File: config.mk
export PLATFORM = sky130hd
export DESIGN_NAME = mem_port_arbiter
export DESIGN_NICKNAME = d
export VERILOG_FILES = /design/src/rtl/mem_port_arbiter.sv
export SDC_FILE = /design/constraint.sdc
export NUM_CORES = 1
export LEC_CHECK = 0
export CAP_MARGIN = 20
export CORE_AREA = 2 2 127 129
export DETAILED_ROUTE_END_ITERATION = 12
export DIE_AREA = 0 0 129 131
export SYNTH_ARGS = -nofsm -noshare
export SYNTH_HDL_FRONTEND = slang
export SYNTH_SLANG_ARGS = --single-unit
File: constraint.sdc
create_clock -name clk -period 2.9 [get_ports clk]
set_input_delay 0.87 -clock clk [delete_from_list [all_inputs] [get_ports clk]]
set_output_delay 0.87 -clock clk [all_outputs]
set_load 0.01 [all_outputs]
File: src/rtl/mem_port_arbiter.sv
// Two-port memory arbiter: instruction and data requesters share one downstream
// memory port, one outstanding transaction at a time, round-robin on contention.
//
//   state | meaning
//   IDLE  | no transaction; strobes low; grant decided at next edge
//   I_ACT | instruction read in flight, waiting for mem_resp
//   D_ACT | data read or write in flight, waiting for mem_resp
module mem_port_arbiter (
  input  logic        clk,
  input  logic        rst,
  input  logic        i_read,
  input  logic [31:0] i_addr,
  output logic [31:0] i_rdata,
  output logic        i_resp,
  input  logic        d_read,
  input  logic        d_write,
  input  logic [31:0] d_addr,
  input  logic [31:0] d_wdata,
  input  logic [3:0]  d_wmask,
  output logic [31:0] d_rdata,
  output logic        d_resp,
  output logic        mem_read,
  output logic        mem_write,
  output logic [31:0] mem_address,
  output logic [31:0] mem_wdata,
  output logic [3:0]  mem_byte_enable,
  input  logic [31:0] mem_rdata,
  input  logic        mem_resp
);

  typedef enum logic [1:0] {IDLE, I_ACT, D_ACT} state_e;

  localparam logic GRANT_INST = 1'b0;
  localparam logic GRANT_DATA = 1'b1;

  state_e      state_q, state_d;
  logic        last_grant_q, last_grant_d;
  logic [31:0] addr_q, addr_d;
  logic [31:0] wdata_q, wdata_d;
  logic [3:0]  be_q, be_d;
  logic        write_q, write_d;

  logic i_req;
  logic d_req;

  assign i_req = i_read;
  assign d_req = d_read | d_write;

  always_ff @(posedge clk or negedge rst) begin
    if (!rst) begin
      state_q      <= IDLE;
      last_grant_q <= GRANT_INST;
      addr_q       <= '0;
      wdata_q      <= '0;
      be_q         <= '0;
      write_q      <= 1'b0;
    end else begin
      state_q      <= state_d;
      last_grant_q <= last_grant_d;
      addr_q       <= addr_d;
      wdata_q      <= wdata_d;
      be_q         <= be_d;
      write_q      <= write_d;
    end
  end

  always_comb begin
    state_d      = state_q;
    last_grant_d = last_grant_q;
    addr_d       = addr_q;
    wdata_d      = wdata_q;
    be_d         = be_q;
    write_d      = write_q;
    case (state_q)
      IDLE: begin
        // On contention the side that did not win last time goes first.
        if (i_req && (!d_req || last_grant_q == GRANT_DATA)) begin
          state_d      = I_ACT;
          last_grant_d = GRANT_INST;
          addr_d       = i_addr;
          be_d         = 4'b1111;
          write_d      = 1'b0;
        end else if (d_req) begin
          state_d      = D_ACT;
          last_grant_d = GRANT_DATA;
          addr_d       = d_addr;
          wdata_d      = d_wdata;
          write_d      = d_write;
          be_d         = d_write ? d_wmask : 4'b1111;
        end
      end
      I_ACT, D_ACT: begin
        if (mem_resp) state_d = IDLE;
      end
      default: state_d = IDLE;
    endcase
  end

  assign mem_read        = (state_q == I_ACT) | ((state_q == D_ACT) & ~write_q);
  assign mem_write       = (state_q == D_ACT) & write_q;
  assign mem_address     = addr_q;
  assign mem_wdata       = wdata_q;
  assign mem_byte_enable = be_q;

  assign i_resp  = (state_q == I_ACT) & mem_resp;
  assign d_resp  = (state_q == D_ACT) & mem_resp;
  assign i_rdata = mem_rdata;
  assign d_rdata = mem_rdata;

endmodule

==> run metrics <==
H-tree Lvls 3; worst skew pair latency 340 ps; top cell type by total area after synthesis dfrtp_1; Slew Limit Fails 0; Slew HR 52.5%; Final #Nets 597; Reg2Reg Launch Point state_q[0]$_DFFE_PN0P_; Critical Path Fanout Max 3; Data arrival, critical path 1640 ps; CTS max path bufs 2; flop-to-flop setup slack 1200 ps; RD Place Congestion 0.734; period utilization 86.5%; HPWL after detailed placement 8660 um; Area contributors post-synth dfrtp_1, buf_4, mux2_4; IO Port Bufs 177; area of the multi-input gates 1330 um^2; post-CTS setup buffers 0; final core occ 35.8%; CP Capture Type output pin; Die Wd 129 um; Die ar. 16900 um^2; Hold-fix buffers, CTS 0; DRT Wirelength 11500 um; Syn Inst Count 351; leak pwr 2.30 nW; Initial Util 24.3%; layout cells sized above 1 13.2%; CTS Sinks 72; grt ovf 0; sequential cell area 1800 um^2; clock skew 5.48 ps; Final Hold Violating Endpoints 0; status complete, no violations; Fmax achieved 0.399 GHz; total design power 0.00605 W; Antenna diodes 0; Cell variety after synth 26; setup tns final 0 ps; CP Launch Type flip-flop; RSZ-0062 raised after global routing no; WP data required 2030 ps; post-CTS resize count 0; Critical path origin state_q[0]$_DFFE_PN0P_; drt first pass iters 4; Top Ports 274; VDD IR max 0.427 mV; CTS tree yes; CTS clk-pin slew, worst paths 60 ps; Core ar. 15600 um^2; sequential area share after synthesis 47.5%; Setup crit end mem_write; via count 2965; Yosys top cell area share 47.5%; minimum clock period 2510 ps; warning count from the yosys run 0; vias per cell 4.38; syn nets 492; min-delay worst type primary input to async pin; total of fill cells in the finished design 1585; Slew @ Worst Pin 713 ps; register bit total from synthesis 72; R2R Path End mem_wdata[0]$_DFFE_PN0P_; Die Ht 131 um; reg2reg path depth 6; Area Overhead vs Synth 47.2%; Final setup viols 0; largest net degree at the start of global routing 70; CTS root buffer clkbuf_16; drt wl/cell 17.0 um; power per cell area 1080 nW/um^2; Final ANT Viol Nets 0; synthesized area per cell 10.8 um^2; DRT iter0 DRCs 81; GRT Overall Usage 13.3%; first-pass GRT wire length 16900 um; DRC 0; Num CTS Buffers 9; worst setup path category flip-flop to output pin; synthesized area 3790 um^2; max-cap viol count 0; vias in the first global route 2935; row count 46; initial antenna violation count 0
## final cells by class
type	count	share of cell area, %
repair buffers	183	33.4
flip-flops and latches	72	32.3
multi-input cells	185	23.9
well taps	216	4.84
clock buffers	9	4.03
clock inverters	7	1.25
inverters	5	0.336
## cell families after synthesis
group / share of synthesized area [%]
AO/OA/AOI/OAI: 13.3
adder cells (fa/ha/maj): 0.990
buffers and inverters: 17.6
flip-flops: 47.5
multiplexers: 12.3
AND/OR/NAND/NOR: 8.41
## critical path, cell delays in order (launching register included)
cell and delay (ps):
dfrtp_1 390, inv_1 80, ha_1 180, and2_1 130, clkdlybuf4s50_1 530
## placed cells by master (no fill, tap or decap), drive strengths merged, types with 3 or more instances in the layout
cell,netlist,routed
buf,83,8
dfrtp,72,72
nor2,32,32
ha,3,3
clkbuf,6,9
o22a,4,4
mux2,32,32
clkdlybuf4s50,0,173
nand3,33,33
o21ai,35,35
a31oi,32,32
and2,3,3
inv,5,6
clkinv,0,4
## through the flow
step / std cells / hold WS (ps) / area [um^2] / worst slack, ps
2_1_floorplan: 351 / 481 / 3790 / 995
3_3_place_gp: 661 / 490 / 5280 / 16.8
3_5_place_dp: 661 / 490 / 5280 / 16.2
4_1_cts: 677 / 487 / 5580 / 13.0
5_1_grt: 677 / 514 / 5580 / 297
6_report: 677 / 480 / 5580 / 391
## registers in the layout (all words and copies together) (netlist names)
| signal | flops |
|---|---|
| write_q | 1 |
| mem_address | 32 |
| last_grant_q | 1 |
| mem_wdata | 32 |
| state_q | 2 |
| mem_byte_enable | 4 |
## report_power, final
part           internal (W)  switching [W]
logic               0.00178        0.00132
clock network      0.000665       0.000442
registers           0.00153       0.000299
total               0.00398        0.00206
## synthesized netlist by cell type
library cell,number
o21ai_0,33
a21boi_4,1
a31oi_1,32
and2_1,3
o22a_1,4
ha_1,3
clkbuf_1,6
o2bb2ai_1,2
a21o_1,2
o21ai_4,1
nor2b_1,1
dfrtp_1,72
inv_1,5
mux2_2,4
o31a_1,1
nor3_1,1
nor2_1,32
buf_6,7
mux2_4,28
buf_4,66
nand2_1,1
o21bai_2,1
nand3_1,33
buf_2,10
o21ba_2,1
o21ai_1,1
## worst min-delay path by stage
stage	cells after the start	slack [ps]	end	start
after floorplan	1	480	state_q[1]$_DFFE_PN0P_	state_q[1]$_DFFE_PN0P_
after global placement	1	490	mem_wdata[15]$_DFFE_PN0P_	mem_wdata[15]$_DFFE_PN0P_
after detailed placement	1	490	mem_wdata[19]$_DFFE_PN0P_	mem_wdata[19]$_DFFE_PN0P_
after CTS	1	490	mem_wdata[19]$_DFFE_PN0P_	rst
after global routing	1	510	mem_wdata[19]$_DFFE_PN0P_	rst
final	1	480	mem_wdata[19]$_DFFE_PN0P_	rst
## routing by layer
| metal | track usage [%] | share of wire, % |
|---|---|---|
| met4 | 5.88 | 1.7 |
| met3 | 4.11 | 9.3 |
| met1 | 14.5 | 39 |
| met2 | 23.9 | 50 |
| met5 | 0 | 0 |
(Power assumes the default switching activity.)
